==> config.mk <==
export PLATFORM = sky130hd
export DESIGN_NAME = vga_frame_writer
export DESIGN_NICKNAME = d
export VERILOG_FILES = /design/src/rtl/vga_pkg.sv /design/src/rtl/vga_xy_counter.sv /design/src/rtl/vga_frame_writer.sv
export SDC_FILE = /design/constraint.sdc
export NUM_CORES = 1
export LEC_CHECK = 0
export ABC_CLOCK_PERIOD_IN_PS = 5000
export CORE_ASPECT_RATIO = 2
export CORE_UTILIZATION = 50
export DETAILED_ROUTE_END_ITERATION = 16
export GPL_ROUTABILITY_DRIVEN = 0
export PLACE_DENSITY = 0.84
export SLEW_MARGIN = 20
export SYNTH_ARGS = -nofsm -noshare
export SYNTH_HDL_FRONTEND = slang
export SYNTH_SLANG_ARGS = --single-unit
==> constraint.sdc <==
create_clock -name clk -period 5 [get_ports clk]
set_input_delay 0.75 -clock clk [delete_from_list [all_inputs] [get_ports clk]]
set_output_delay 0.75 -clock clk [all_outputs]
set_load 0.005 [all_outputs]
==> src/rtl/vga_pkg.sv <==
// Shared definitions for the VGA double-buffered framebuffer: writer states
// and the memory map agreed between the frame writer and the address decoder.
package vga_pkg;

  typedef enum logic [1:0] {
    IDLE      = 2'd0,
    WRITE     = 2'd1,
    WAIT_SWAP = 2'd2
  } vga_fw_state_t;

  localparam int          VGA_IMG_W = 256;
  localparam int          VGA_IMG_H = 256;
  localparam logic [31:0] VGA_BASE0 = 32'h0000_0000;
  localparam logic [31:0] VGA_BASE1 = 32'h0001_0000;

endpackage

==> src/rtl/vga_xy_counter.sv <==
// Raster position tracker: x/y pixel coordinates plus a running linear offset
// (y*IMG_W + x) kept by increment so no multiplier is needed.
module vga_xy_counter
  import vga_pkg::*;
#(
  parameter int IMG_W = VGA_IMG_W,
  parameter int IMG_H = VGA_IMG_H
) (
  input  logic        clk,
  input  logic        reset,
  input  logic        clear,
  input  logic        inc,
  output logic        last_pixel,
  output logic [31:0] offset
);

  localparam int XW = (IMG_W > 1) ? $clog2(IMG_W) : 1;
  localparam int YW = (IMG_H > 1) ? $clog2(IMG_H) : 1;
  localparam logic [XW-1:0] X_MAX = XW'(IMG_W - 1);
  localparam logic [YW-1:0] Y_MAX = YW'(IMG_H - 1);

  logic [XW-1:0] x;
  logic [YW-1:0] y;

  assign last_pixel = (x == X_MAX) && (y == Y_MAX);

  always_ff @(posedge clk or negedge reset) begin
    if (!reset) begin
      x      <= '0;
      y      <= '0;
      offset <= '0;
    end else if (clear) begin
      x      <= '0;
      y      <= '0;
      offset <= '0;
    end else if (inc) begin
      offset <= offset + 32'd1;
      if (x == X_MAX) begin
        x <= '0;
        y <= (y == Y_MAX) ? '0 : y + YW'(1);
      end else begin
        x <= x + XW'(1);
      end
    end
  end

endmodule

==> src/rtl/vga_frame_writer.sv <==
// Producer side of the VGA double buffer: streams one frame of pixels into the
// back image and swaps the displayed image at the following vertical blank.
module vga_frame_writer
  import vga_pkg::*;
#(
  parameter int          IMG_W = VGA_IMG_W,
  parameter int          IMG_H = VGA_IMG_H,
  parameter logic [31:0] BASE0 = VGA_BASE0,
  parameter logic [31:0] BASE1 = VGA_BASE1
) (
  input  logic        clk,
  input  logic        reset,
  input  logic        start,
  input  logic [7:0]  pix_data,
  input  logic        pix_valid,
  output logic        pix_ready,
  input  logic        vblank,
  output logic        mem_we,
  output logic [31:0] mem_addr,
  output logic [7:0]  mem_wdata,
  input  logic        mem_ack,
  output logic        image_select,
  output logic        busy,
  output logic        frame_done
);

  vga_fw_state_t state;
  logic          last_accepted;
  logic          accept;
  logic          clear;
  logic          last_pixel;
  logic [31:0]   offset;

  // A new pixel may only be taken when the write slot is free or being freed
  // this cycle, which gives back-to-back writes under continuous ack.
  assign pix_ready = (state == WRITE) && !last_accepted && (!mem_we || mem_ack);
  assign accept    = pix_valid && pix_ready;
  assign clear     = (state == IDLE) && start;
  assign busy      = (state == WRITE) || (state == WAIT_SWAP);

  vga_xy_counter #(
    .IMG_W (IMG_W),
    .IMG_H (IMG_H)
  ) u_xy (
    .clk        (clk),
    .reset      (reset),
    .clear      (clear),
    .inc        (accept),
    .last_pixel (last_pixel),
    .offset     (offset)
  );

  always_ff @(posedge clk or negedge reset) begin
    if (!reset) begin
      state         <= IDLE;
      last_accepted <= 1'b0;
      mem_we        <= 1'b0;
      mem_addr      <= '0;
      mem_wdata     <= '0;
      image_select  <= 1'b0;
      frame_done    <= 1'b0;
    end else begin
      frame_done <= 1'b0;
      case (state)
        IDLE: begin
          if (start) begin
            state         <= WRITE;
            last_accepted <= 1'b0;
          end
        end
        WRITE: begin
          // The writer always fills the image that is not on screen.
          if (accept) begin
            mem_we    <= 1'b1;
            mem_addr  <= (image_select ? BASE0 : BASE1) + offset;
            mem_wdata <= pix_data;
            if (last_pixel) last_accepted <= 1'b1;
          end else if (mem_ack) begin
            mem_we <= 1'b0;
          end
          if (last_accepted && mem_we && mem_ack) state <= WAIT_SWAP;
        end
        WAIT_SWAP: begin
          if (vblank) begin
            state        <= IDLE;
            image_select <= ~image_select;
            frame_done   <= 1'b1;
          end
        end
        default: state <= IDLE;
      endcase
    end
  end

endmodule
# --- Word level (Yosys, flattened, before mapping) ---
# Cells that the tools add are included.
classes:
  add_sub_neg: 4
  eq_ne: 9
  muxes: 22
  bitwise: 1
  reduce_logical: 22
op_table:
  columns: ["cell", "n"]
  rows:
  - ["$mux 32", 2]
  - ["$mux 8", 7]
  - ["$add 17x32->32", 1]
  - ["$add 32x1->32 const B", 1]
  - ["$mux 17", 1]
  - ["$add 8x1->8 const B", 2]
  - ["$eq 8x8->1 const B", 2]
  - ["$ne 2x2->1 const B", 4]
  - ["$reduce_and 2->1", 4]
  - ["$reduce_bool 2->1", 4]
  - ["$logic_and 1x1->1", 7]
  - ["$mux 1", 7]
  - ["$mux 2", 3]
  - ["$pmux 2 s3", 1]
  - ["$reduce_and 4->1", 1]
  - ["$reduce_and 3->1", 1]
  - ["$eq 2x1->1 const B", 1]
  - ["$eq 2x2->1 const B", 1]
  - ["$logic_not 1->1", 2]
  - ["$logic_not 2->1", 1]
  - ["$logic_or 1x1->1", 2]
  - ["$ne 2x1->1 const B", 1]
  - ["$pmux 1 s2", 1]
  - ["$not 1->1", 1]
totals:
  ff_bits: 94
  input_bits: 14
  elab_cells: 68

# --- Depth between registers and ports, before layout ---
# Gate-level depths: netlist of the first run.
depth:
  depth_word: 6
  ltp_mapped: 9
  depth_no_buf: 7

# --- Cells and area by module ---
# From an unflattened synthesis of the first run, not the netlist that was laid out.
hier_totals:
  cells_unflattened: 496
  hier_area_um2: 4645.7
modules_own_cells:
  columns: ["module", "n_inst", "cells_each", "area_each_um2", "seq_area_each_um2"]
  rows:
  - ["vga_xy_counter", 1, 268, 2533.7, 1201.2]
  - ["vga_frame_writer", 1, 228, 2112.0, 1151.1]

# --- Worst setup path after synthesis of the first run ---
# OpenSTA, ideal clock, no wires.
synth_timing:
  path_type: "reg-to-reg"
  from: "register state[1]"
  to: "register u_xy.y[7]"
  arrival_ps: 2169
  required_time_ps: 4879
  slack_ps: 2710
  stages_incl_launch_ff: 9
  synth_period_minus_slack_ps: 2290
  path_cell_list: "dfrtp_1 inv_1 ha_1 nand2b_4 or4_4 buf_6 o41ai_4 o22ai_1 a22o_1"
synth_via:
  elab_chain_len: 6
synth_lines:
  columns: ["element", "line_no", "source"]
  rows:
  - ["from (decl)", "vga_frame_writer.sv:27", "vga_fw_state_t state;"]
  - ["from (signal assigned)", "vga_frame_writer.sv:55", "state <= IDLE;"]
  - ["from (signal assigned)", "vga_frame_writer.sv:67", "state <= WRITE;"]
  - ["from (signal assigned)", "vga_frame_writer.sv:81", "if (last_accepted && mem_we && mem_ack) state <= WAIT_SWAP;"]
  - ["$eq 2x1->1", "vga_frame_writer.sv:36", "assign pix_ready = (state == WRITE) && !last_accepted && (!mem_we || mem_ack);"]
  - ["$logic_and 1x1->1 (2 in series)", "vga_frame_writer.sv:36", null]
  - ["$logic_and 1x1->1", "vga_frame_writer.sv:37", "assign accept = pix_valid && pix_ready;"]
  - ["$reduce_bool 2->1 (no source line)", null, null]
  - ["$reduce_and 2->1 (no source line)", null, null]
  - ["to (signal assigned)", "vga_xy_counter.sv:40", "y <= (y == Y_MAX) ? '0 : y + YW'(1);"]
  - ["to (decl)", "vga_xy_counter.sv:23", "logic [YW-1:0] y;"]
# Several ways; a longest one is shown, not always the timed one.
# A chain may end at the register's enable or synchronous reset.

# --- Worst setup path after layout of the first run ---
layout_timing:
  from: "input port mem_ack"
  to: "register u_xy.y[0]"
layout_via:
  elab_chain_len: 5
layout_lines:
  columns: ["element", "line_no", "source"]
  rows:
  - ["from (decl)", "vga_frame_writer.sv:21", "input logic mem_ack,"]
  - ["$logic_or 1x1->1", "vga_frame_writer.sv:36", null]
  - ["$logic_and 1x1->1", "vga_frame_writer.sv:36", null]
  - ["$logic_and 1x1->1", "vga_frame_writer.sv:37", null]
  - ["$reduce_bool 2->1 (no source line)", null, null]
  - ["$reduce_and 2->1 (no source line)", null, null]
# Every way passes these cells.

==> results of run 1 <==
registers in the layout (all words and copies together) (netlist names):
signal / flops
u_xy.x: 8
u_xy.offset: 32
u_xy.y: 8
image_select: 1
mem_addr: 32
last_accepted: 1
frame_done: 1
mem_wdata: 8
state: 2
mem_we: 1
worst max-delay path: stages:
cell and delay (ns):
sky130_fd_sc_hd__clkdlybuf4s50_1 0.50, sky130_fd_sc_hd__nor2b_1 0.12, sky130_fd_sc_hd__or3_2 0.89, sky130_fd_sc_hd__nor3_1 0.58
sky130_fd_sc_hd__xnor2_1 0.19, sky130_fd_sc_hd__nor2_1 0.05
routing by layer:
metal | routed length [um] | GRT usage | share of wire | vias to the layer above
li1 | - | - | - | 1742
met1 | 3880 | 0.251 | 0.38 | 1753
met2 | 5490 | 0.419 | 0.54 | 104
met3 | 367 | 0.0430 | 0.036 | 30
met4 | 356 | 0.126 | 0.035 | 0
met5 | 0 | 0 | 0 | -
cell type report:
type                    instances  area share
clock inverters                 7      0.0135
multi-input cells             363       0.374
flip-flops and latches         94       0.431
inverters                       9     0.00619
clock buffers                   9      0.0413
well taps                     100      0.0229
repair buffers                 62       0.111
cell usage in the layout (no fill, tap or decap), types with 2 or more instances in the layout:
cell type	instances
sky130_fd_sc_hd__nand2_1	125
sky130_fd_sc_hd__dfrtp_1	94
sky130_fd_sc_hd__clkdlybuf4s50_1	57
sky130_fd_sc_hd__nor2_1	46
sky130_fd_sc_hd__xor2_1	33
sky130_fd_sc_hd__nand4_1	20
sky130_fd_sc_hd__nand3_1	20
sky130_fd_sc_hd__o21ai_0	20
sky130_fd_sc_hd__xnor2_1	17
sky130_fd_sc_hd__nor3_1	12
sky130_fd_sc_hd__a21oi_1	11
sky130_fd_sc_hd__inv_1	9
sky130_fd_sc_hd__ha_1	9
sky130_fd_sc_hd__clkbuf_16	9
sky130_fd_sc_hd__nor4_1	8
sky130_fd_sc_hd__and2_1	5
sky130_fd_sc_hd__or3_1	5
sky130_fd_sc_hd__buf_4	5
sky130_fd_sc_hd__and4_1	3
sky130_fd_sc_hd__nor4_2	3
sky130_fd_sc_hd__nor2b_1	2
sky130_fd_sc_hd__nand2b_1	2
sky130_fd_sc_hd__mux2i_1	2
sky130_fd_sc_hd__and3_1	2
sky130_fd_sc_hd__a21o_1	2
sky130_fd_sc_hd__o22ai_1	2
sky130_fd_sc_hd__clkinv_2	2
sky130_fd_sc_hd__clkinv_4	2
cell usage after synthesis, drive strengths merged, types with 3 or more instances:
master / count
nand2: 125
dfrtp: 94
nor2: 46
xor2: 33
nand3: 20
nand4: 20
o21ai: 20
xnor2: 17
clkbuf: 16
nor3: 13
a21oi: 11
nor4: 11
ha: 9
inv: 9
or3: 6
and2: 5
buf: 5
and4: 3
nand2b: 3
per-stage QoR:
stage,area [um^2],instances
global placement,5160,628
detailed placement,5160,628
global route,5460,644
CTS,5460,644
finish,5460,644
floorplan,4510,487
worst max-delay path by stage:
stage                                     from                     to  slack [ns]  depth (start not counted)
final                                  mem_ack  u_xy.y[0]$_DFFE_PN0P_        2.12                          6
after global routing                   mem_ack  u_xy.y[1]$_DFFE_PN0P_        1.95                          6
after CTS                              mem_ack              pix_ready        2.12                          4
after detailed placement               mem_ack  u_xy.y[0]$_DFFE_PN0P_        1.78                          6
after global placement                 mem_ack  u_xy.y[0]$_DFFE_PN0P_        1.88                          6
after floorplan           state[1]$_DFFE_PN0P_  u_xy.y[7]$_DFFE_PN0P_        2.71                          8
power by group through the flow:
stage / clock [mW] / sequential (mW) / combinational, mW
2_1_floorplan: 0 / 0.909 / 0.244
3_3_place_gp: 0 / 0.905 / 0.456
3_5_place_dp: 0 / 0.911 / 0.481
4_1_cts: 0.701 / 0.896 / 0.483
5_1_grt: 0.727 / 0.907 / 0.528
6_report: 0.682 / 0.897 / 0.477
kinds of logic after synthesis:
family                     synth area share
AOI/OAI and AO/OA                    0.0597
xor gates and xnor gates             0.0972
adders and majority gates            0.0250
buffers and inverters                0.0269
DFF                                   0.522
muxes                               0.00444
and+or+nand+nor                       0.265
==> summary.md, run 1 <==
The number of levels in the clock H-tree came out at 3. Clock edge transition at the registers on the reported setup and hold paths: 0.06 ns. The worst slack at placement was 1.78 ns.

The worst-margin pin slew is 1.06 ns, and the storage element area is 2350 um^2. For this design, the CTS-stage hold fixing added 0 buffers. Dividing the detail-routed wire length by the instance count gives 15.7 um. The signed area change from the synthesized netlist to the final layout was 21.1%. The number of filler instances in the final layout was 688. The flow ran to the end, and the final reports show no timing, DRC or antenna violations.

For the final net count, the log shows 562. The share of flip-flops with an asynchronous set or reset after synthesis came out at 1.00. The tools report the minimum setup slack in the final design as 2.12 ns.

The endpoint of the worst-slack reg-to-reg timing path was u_xy.y[0]$_DFFE_PN0P_. Switching part of the total: 0.296. The post-synthesis cell type with the largest combined area was sky130_fd_sc_hd__dfrtp_1. The post-detailed-route count of antenna-violating nets was 0; the post-detailed-routing wire length was 10.1 mm.

IR analysis of the VDD net gives a maximum drop of 0.000263 V. The repair_antennas step left the layout with diodes totalling 0. Root cell of the clock tree: sky130_fd_sc_hd__clkbuf_16.

The final max-slew violation count came out at 0. STA classifies the critical path startpoint as an input pin. Setup repair after global routing left no endpoint under its margin.

The logs give 0.517 for the effective utilization at floorplan and 9 for the clock buffer count from CTS. The largest clock skew in the final design was 0.00865 ns. The run gives 4510 um^2 as the post-synth design cell area.

Setup violations remaining at the end of the flow were counted as 0. The clock group share of total power was 0.332. After legalization and detailed placement, the total HPWL measured 7.03 mm. The via-per-instance ratio came out at 5.64.

Across all hold checks on the routed design, the worst slack comes to 0.426 ns. For the worst setup path, the data required time is 5.22 ns. The die is 69.1 um wide.

During placement, the flow inserted port buffers numbering 58. The detailed router finished its first iteration with 258 violations. Average instance area after synthesis: 9.25 um^2. Once the clock tree was built, the setup fixing pass inserted 0 buffers. Clock latency on the worst-skew pair, taken at its later pin, is 0.35 ns.

Via count of the first global-routing pass: 3720. The share of the synthesized area in the top cell type was 0.522; the multi-input logic area was 2040 um^2. The share of power burned in registers is 0.436, and the time the worst path needs with I/O delays and setup is 2.88 ns. The total global-route track usage is 0.231, and the depth of the most critical reg-to-reg path is 7. The share of layout cells above drive strength 1 is 0.0533.

The floorplan step defined a die boundary enclosing 9420 um^2. TritonCTS built the clock tree. The type of destination of the critical path was a register. The startpoint of the lowest-slack register-to-register path was state[1]$_DFFE_PN0P_. Timing would allow up to 347 MHz. For the sum of negative setup slack, the log shows 0 ns.

The worst hold path belongs to the class in2async. Switching power: 0.608 mW. The sequential area share after synthesis came out at 0.522.

The iteration count of the initial detailed-routing pass was 5; the final global-route overflow total was 0. For this run, design rule violations remaining after detail routing come to 0. The pin count of the biggest net entering global routing was 65. The relative max-transition margin came out at 0.295. The most used flip-flop cell after synthesis is sky130_fd_sc_hd__dfrtp_1. The run gives 59 as the I/O pin total. For the number of gates resized after cts, the log shows 0.

The register-to-register setup slack is 2.18 ns, and the area of the placeable core is 8710 um^2. By area the synthesized netlist is led by sky130_fd_sc_hd__dfrtp_1, sky130_fd_sc_hd__nand2_1, sky130_fd_sc_hd__xor2_1. The number of antenna violations at the first check in global routing is 0.

The tools report the post-synthesis instance total as 487. Counting along the longest clock path gives a buffer depth of 2. The tools report the total power after layout as 2.06 mW. The power share of the combinational group was 0.232; the maximum net fanout on the critical path was 64. The tool flagged a number of max-cap violations equal to 0. In this run, distinct cell masters in the synthesized netlist total 39. The standby leakage power is 2.43 nW, and the clock net sink count is 94. The floorplan has 48 rows. The run gives 3.10 ns as the arrival time of the worst setup path. Cell-internal power: 1.45 mW. The post-layout utilization of the core was 0.627. The number of hold-slack violations in the final timing report came out at 0.

The total via count in the routed design was 3629. The total nets after synthesis was 510; the synthesis warning total was 0. The power density over cell area is 377 nW/um^2. The first-pass GRT wire length is 17.3 mm, and the die height is 136 um. The period utilization is 0.576. The critical path is of the in2reg type.

Counting flops and latches in the post-synthesis netlist gives 94. The synthesized design contains 0 enable-type register cells.
(Power assumes the default switching activity.)
==> run 2, diff against run 1 <==
--- a/config.mk
+++ b/config.mk
@@ -5,7 +5,7 @@
 export SDC_FILE = /design/constraint.sdc
 export NUM_CORES = 1
 export LEC_CHECK = 0
-export ABC_CLOCK_PERIOD_IN_PS = 5000
+export ABC_CLOCK_PERIOD_IN_PS = 2800
 export CORE_ASPECT_RATIO = 2
 export CORE_UTILIZATION = 50
 export DETAILED_ROUTE_END_ITERATION = 16
==> constraint.sdc (replaced) <==
create_clock -name clk -period 2.8 [get_ports clk]
set_input_delay 0.42 -clock clk [delete_from_list [all_inputs] [get_ports clk]]
set_output_delay 0.42 -clock clk [all_outputs]
set_load 0.005 [all_outputs]
==> summary.md, run 2 (synthesized netlist as in run 1, its figures left out) <==
The cell-internal power was 2.68 mW. TritonCTS built the clock tree. Leaving out fill and tap cells, the most frequent cell in the layout is sky130_fd_sc_hd__nand2_1.

The tools report the type of origin of the critical path as a register. The critical path is of the reg2reg type. The first-pass GRT wire length came out at 16.9 mm. The cell area after placement was 5220 um^2. The worst slack at placement is 0.247 ns.

Gates resized during post-CTS repair numbered 0. Setup slack on the critical path of the routed design comes to 0.272 ns. The clock group share of total power was 0.342; the switching part of the total was 0.285. The share of layout cells above drive strength 1 works out to 0.0652. The maximum frequency from static timing analysis is 396 MHz, and the average wire per cell in the routed design is 15.2 um.

In the routed design, unresolved DRC markers number 0. The worst hold-check path type was in2async. The tree is rooted in a sky130_fd_sc_hd__clkbuf_16.

The via-per-instance ratio was 5.69. For the number of antenna violations at the first check in global routing, the log shows 0. From bottom edge to top edge, the die measures 136 um.

Across the run, the number of max-cap violations was 0. The I/O pin total came out at 59. Setup repair after global routing left no endpoint under its margin. Period utilization: 0.903. The tools report the share of power burned in registers as 0.428. The largest registers in the layout are mem_addr (32), u_xy.offset (32). The net count of the finished layout is 570. Global routing finished with a remaining overflow of 0. The total global-route track usage is 0.226.

For the worst setup path, the data required time is 3.03 ns. The master of the slowest instance on the critical path is sky130_fd_sc_hd__or4_4. In this run the power density over the cells is 675 nW/um^2.

The switching power came out at 1.07 mW. The run gives 0 ns as the sum of negative setup slack. The power share of the combinational group came out at 0.231. The effective utilization at floorplan came out at 0.517. Hold is met by 0.471 ns. Entering global routing, the biggest net connects 81 pins. The count of buffer and inverter cells on the critical path works out to 1.

The relative max-transition margin was 0.616; the final max-slew violation count was 0. The clock edge transition at the registers on the reported setup and hold paths is 0.06 ns, and the time the worst path needs with I/O delays and setup is 2.53 ns. IR analysis of the VDD net gives a maximum drop of 0.000580 V.

The run gives 9420 um^2 as the area enclosed by the die boundary. The signal on the critical path passes through inv_1 > ha_1 > nand2b_4 > or4_4 > o41ai_4 > o22ai_1 > a22o_1. For the clock latency at the later pin of the worst-skew pair, the log shows 0.34 ns. Buffers inserted during clock tree synthesis total 9. The floorplan die width works out to 69.1 um.

The cell row count was 48; the total of endpoints with negative setup slack in the final report was 0. The clock passes through at most 2 buffers. After legalization and detailed placement, the total HPWL measured 6.97 mm. In this design, the stage delay of the slowest critical-path cell is 0.60 ns. The signed area change from the synthesized netlist to the final layout was 23.2%. The tools report the area of the placeable core as 8710 um^2. Leaving out fill and tap cells, the most frequent cells in the layout are sky130_fd_sc_hd__nand2_1, sky130_fd_sc_hd__dfrtp_1, sky130_fd_sc_hd__clkdlybuf4s50_1. After the first detailed-routing iteration, the DRC count stood at 283.

Port buffering added 58 buffers. Data arrives at the worst endpoint at 2.76 ns. Cell area after layout: 5550 um^2.

The number of hold-slack violations in the final timing report was 0. The final route contains 3712 vias. At the pin with the least slew margin, the transition time is 0.575 ns.

The clock tree synthesis step divided the H-tree into 3 levels. The count of nets left with antenna violations once routing finished came out at 0. The maximum net fanout on the critical path is 8, and the number of antenna diodes is 0.

The iteration count of the initial detailed-routing pass came out at 4. The worst setup path is captured at a register. For the via count of the first global-routing pass, the log shows 3630. The flow ran to the end, and the final reports show no timing, DRC or antenna violations. Kind of cell adding the most delay to the critical path: compound AO/OA/AOI/OAI gates.

For the largest clock skew in the final design, the log shows 0.00866 ns. The post-detailed-routing wire length was 9.88 mm; the standby leakage power was 2.48 nW. The run gives 94 as the clock net sink count.
-- run 2: changes by cell type in the layout (fill, tap and decap cells not counted), sizes merged --
cell	previous run	this run
buf	5	12
clkbuf	9	12
clkinv	4	2
clkinvlp	1	0
dlygate4sd3	0	1
-- run 2: power by group through the flow --
stage / Clock, mW / Sequential, mW / Combinational (mW)
after detailed placement: 0 / 1.63 / 0.875
final: 1.28 / 1.60 / 0.866
after floorplan: 0 / 1.62 / 0.436
after CTS: 1.31 / 1.60 / 0.878
after global routing: 1.35 / 1.62 / 0.971
after global placement: 0 / 1.62 / 0.844
-- run 2: worst paths after layout --
path,start,end,slack (ns),depth (start not counted)
setup / recovery,state[1]$_DFFE_PN0P_,u_xy.y[7]$_DFFE_PN0P_,0.27,7
hold / removal,reset,mem_addr[9]$_DFFE_PN0P_,0.47,2
setup reg to reg,state[1]$_DFFE_PN0P_,u_xy.y[7]$_DFFE_PN0P_,0.27,7
hold reg to reg,mem_wdata[7]$_DFFE_PN0P_,mem_wdata[7]$_DFFE_PN0P_,0.47,2
max in group asynchronous,reset,mem_addr[26]$_DFFE_PN0P_,1.66,3
min in group clk,mem_wdata[7]$_DFFE_PN0P_,mem_wdata[7]$_DFFE_PN0P_,0.47,2
-- run 2: what timing repair did --
item                      4_1_cts  5_1_grt
hold endpoints to repair       14        0
hold buffers                    1        0
buffers inserted                0        0
-- run 2: stage by stage --
step	power, mW	util	std cells
global placement	2.46	0.600	635
CTS	3.79	0.638	652
finish	3.75	0.638	652
global route	3.94	0.638	652
detailed placement	2.50	0.600	635
floorplan	2.06	-	487
-- run 2: layout make-up --
cell class                      instances  area [um^2]
Clock buffer                           12          267
Timing Repair Buffer                   70          683
Fill cell                             691         3160
Clock inverter                          4         52.6
Tap cell                              100          125
Multi-Input combinational cell        363         2040
Inverter                                9         33.8
Sequential cell                        94         2350
-- run 2: per-layer routing --
metal	GRT usage	wire length, um	part of all wire	up-vias
met3	0.0467	401	0.041	28
met5	0	0	0	-
li1	-	-	-	1759
met4	0.129	372	0.038	0
met1	0.261	3950	0.40	1808
met2	0.386	5160	0.52	117
==> run 3, diff against run 2 <==
--- a/config.mk
+++ b/config.mk
@@ -5,11 +5,11 @@
 export SDC_FILE = /design/constraint.sdc
 export NUM_CORES = 1
 export LEC_CHECK = 0
+export ABC_AREA = 1
 export ABC_CLOCK_PERIOD_IN_PS = 2800
 export CORE_ASPECT_RATIO = 2
 export CORE_UTILIZATION = 50
 export DETAILED_ROUTE_END_ITERATION = 16
-export GPL_ROUTABILITY_DRIVEN = 0
 export PLACE_DENSITY = 0.84
 export SLEW_MARGIN = 20
 export SYNTH_ARGS = -nofsm -noshare
==> summary.md, run 3 <==
In this run, post-CTS hold repair placed 0 buffers. Yosys attributes the largest share of cell area to sky130_fd_sc_hd__dfrtp_1, sky130_fd_sc_hd__nand2_1, sky130_fd_sc_hd__nor2_1. The min-delay analysis places its worst path in the category in2async. The final layout contains routed wiring with a total length of 12.3 mm. In the layout the commonest cells are sky130_fd_sc_hd__nand2_1, sky130_fd_sc_hd__dfrtp_1, sky130_fd_sc_hd__nor2_1. The final max-slew violation count is 0, and the final net count is 725.

After detailed routing, the number of vias per cell comes to 5.51. In this run the power density over the cells is 679 nW/um^2. Share of flip-flops with an asynchronous set or reset after synthesis: 1.00. In the final layout, the multi-input gates occupy 2150 um^2. Based on the critical path, the design can be clocked at up to 440 MHz.

Type of destination of the critical path: an output pin. The clock buffer count from CTS was 9. After legalization and detailed placement, the total HPWL measured 9.04 mm. Standby leakage power: 2.73 nW.

Global routing finished with a remaining overflow of 0. Largest clock skew in the final design: 0.00555 ns. The type of origin of the critical path was a register.

In this run, the number of DRC markers left after iteration 0 of detailed routing was 263. Effective utilization at floorplan: 0.519. In the synthesized netlist, the cells that appear most often are sky130_fd_sc_hd__nand2_1, sky130_fd_sc_hd__dfrtp_1, sky130_fd_sc_hd__nor2_1.

The floorplan has 50 rows. Setup repair after global routing left no endpoint under its margin. Setup violations remaining at the end of the flow were counted as 0. The final worst hold slack came out at 0.125 ns.

The first-pass GRT wire length was 20.2 mm. The time the worst path needs with I/O delays and setup is 2.27 ns. The floorplan die width is 71.8 um, and the number of standard cells in the final layout excluding fillers is 810. For this run, design rule violations remaining after detail routing come to 0.

At the end of routability-driven placement, the weighted congestion stood at 0.956. In the final layout, the registers with the most flip-flops are mem_addr (32), u_xy.offset (32). No sink is reached through more buffers than the 2 on the longest clock path. The post-detailed-route count of antenna-violating nets was 0; the max-capacitance violation count was 0.

Counting flops with a built-in enable in the synthesized netlist gives 0. Average instance area after synthesis: 7.61 um^2. By instance count, the leading cell after synthesis is sky130_fd_sc_hd__nand2_1. The die height came out at 142 um. In this run the tool buffered the top-level ports with 58 buffer cells.

The share of the synthesized area in the top cell type was 0.483. The area enclosed by the die boundary came out at 10200 um^2. The most used flip-flop cell after synthesis is sky130_fd_sc_hd__dfrtp_1. Clock-pin slew was measured on the worst setup and hold paths at 0.06 ns. Critical setup path kind: reg2out.

The routed layout has 4466 vias. For the pin count of the biggest net entering global routing, the log shows 55. The post-synthesis instance total is 640, and the number of library cell types mapped by synthesis is 33. The total global-route track usage came out at 0.258. The most frequent standard cell in the layout excluding fill and tap cells was sky130_fd_sc_hd__nand2_1. CTS placed an instance of sky130_fd_sc_hd__clkbuf_16 at the clock tree root. For this run, the number of Yosys warnings is 0. STA puts the critical path data required time at 2.38 ns. At the pin with the least slew margin, the transition time is 0.694 ns. The number of hold-slack violations in the final timing report is 0, and the number of buffers inserted by post-CTS setup repair is 0. The cell area that synthesis handed to floorplanning was 4870 um^2. Overall power consumption after layout is estimated at 3.98 mW.

For the sum of negative setup slack, the log shows 0 ns. The maximum net fanout on the critical path was 4. TritonCTS built the clock tree. The tools report the number of antenna violations at the first check in global routing as 0. Compared with the post-synthesis result, the final layout area differs by 20.4%. Across the VDD grid, the largest voltage drop is 0.000519 V. In this run, placement finished with an instance count of 795. The I/O pin total was 59; the sequential area share after synthesis was 0.483. The synthesized design contains 94 register bits. The number of gates resized after cts was 0. For the worst setup path, the data arrival time is 1.85 ns. The run finished with clean final reports. 0 antenna diodes ended up in the layout. Across the whole layout, storage elements account for 2350 um^2.

CTS built an H-tree with a depth of 3. For this design, the sink count on the clock tree is 94. The average wire per cell in the routed design is 15.2 um. The period utilization is 0.812, and the depth of the most critical reg-to-reg path is 10. The filler cells instantiated in the layout total 792. After floorplanning, the core was sized to cover 9380 um^2. The tools report the iteration count of the initial detailed-routing pass as 7. The clock latency at the later pin of the worst-skew pair was 0.34 ns. The largest total area in the synthesized netlist belongs to sky130_fd_sc_hd__dfrtp_1.

The relative max-transition margin was 0.538; the share of layout cells above drive strength 1 was 0.0637. Synthesis produced a netlist with a net count of 663. For the via count of the first global-routing pass, the log shows 4478.
-- run 3: changes by cell type in the layout (fill, tap and decap cells not counted), moves of 14 or more --
cell                      previous run  this run
sky130_fd_sc_hd__nand2_1           125       195
sky130_fd_sc_hd__inv_1               9        74
sky130_fd_sc_hd__nor2_1             46        81
sky130_fd_sc_hd__xor2_1             33        12
sky130_fd_sc_hd__o21ai_0            20        36
sky130_fd_sc_hd__a21oi_1            11        25
sky130_fd_sc_hd__nor2_2              0        14
sky130_fd_sc_hd__xnor2_1            17         3
-- run 3: layout make-up --
type / count / area share
inverters: 78 / 0.0499
clock inverters: 4 / 0.00811
repair buffers: 65 / 0.110
multi-input cells: 454 / 0.367
clock buffers: 11 / 0.0414
flip-flops and latches: 94 / 0.401
well taps: 104 / 0.0222
-- run 3: power breakdown --
| part | total [mW] | switching (mW) | internal (mW) | leakage, nW |
|---|---|---|---|---|
| Combinational | 1.09 | 0.631 | 0.456 | 1.31 |
| Clock | 1.21 | 0.498 | 0.708 | 0.141 |
| Sequential | 1.69 | 0.139 | 1.55 | 1.27 |
-- run 3: logic make-up after synthesis --
| group | count (synthesis) | synth area share |
|---|---|---|
| and+or+nand+nor | 358 | 0.315 |
| DFF | 94 | 0.483 |
| buffers and inverters | 92 | 0.0743 |
| AOI/OAI and AO/OA | 72 | 0.0779 |
| xor gates and xnor gates | 15 | 0.0270 |
| adders and majority gates | 9 | 0.0231 |
-- run 3: stage by stage --
step,setup WS [ns],utilization,area [um^2]
final,0.526,0.625,5860
after detailed placement,0.434,0.594,5570
after global placement,0.514,0.594,5570
after floorplan,1.20,-,4870
after global routing,0.429,0.625,5860
after CTS,0.513,0.625,5860
-- run 3: routing by layer --
layer | GRT usage | up-vias | share of wire
li1 | - | 2132 | -
met1 | 0.278 | 2108 | 0.37
met2 | 0.455 | 176 | 0.54
met3 | 0.0398 | 50 | 0.041
met4 | 0.171 | 0 | 0.055
met5 | 0 | - | 0
-- run 3: final timing paths --
check / start / to / slack (ns)
max: state[1]$_DFFE_PN0P_ / pix_ready / 0.53
min: reset / mem_wdata[3]$_DFFE_PN0P_ / 0.13
max reg2reg: state[1]$_DFFE_PN0P_ / u_xy.offset[9]$_DFFE_PN0P_ / 0.63
min reg2reg: mem_wdata[2]$_DFFE_PN0P_ / mem_wdata[2]$_DFFE_PN0P_ / 0.48
max in group asynchronous: reset / mem_addr[13]$_DFFE_PN0P_ / 2.01
min in group clk: mem_wdata[2]$_DFFE_PN0P_ / mem_wdata[2]$_DFFE_PN0P_ / 0.48
-- run 3: critical path, cell delays in order, from the launching register on --
cell and delay [ns]:
sky130_fd_sc_hd__dfrtp_1 0.40, sky130_fd_sc_hd__inv_1 0.11, sky130_fd_sc_hd__ha_1 0.20, sky130_fd_sc_hd__inv_2 0.07, sky130_fd_sc_hd__nor2_4 0.13, sky130_fd_sc_hd__nand2_1 0.07
sky130_fd_sc_hd__inv_1 0.05, sky130_fd_sc_hd__clkdlybuf4s50_1 0.49
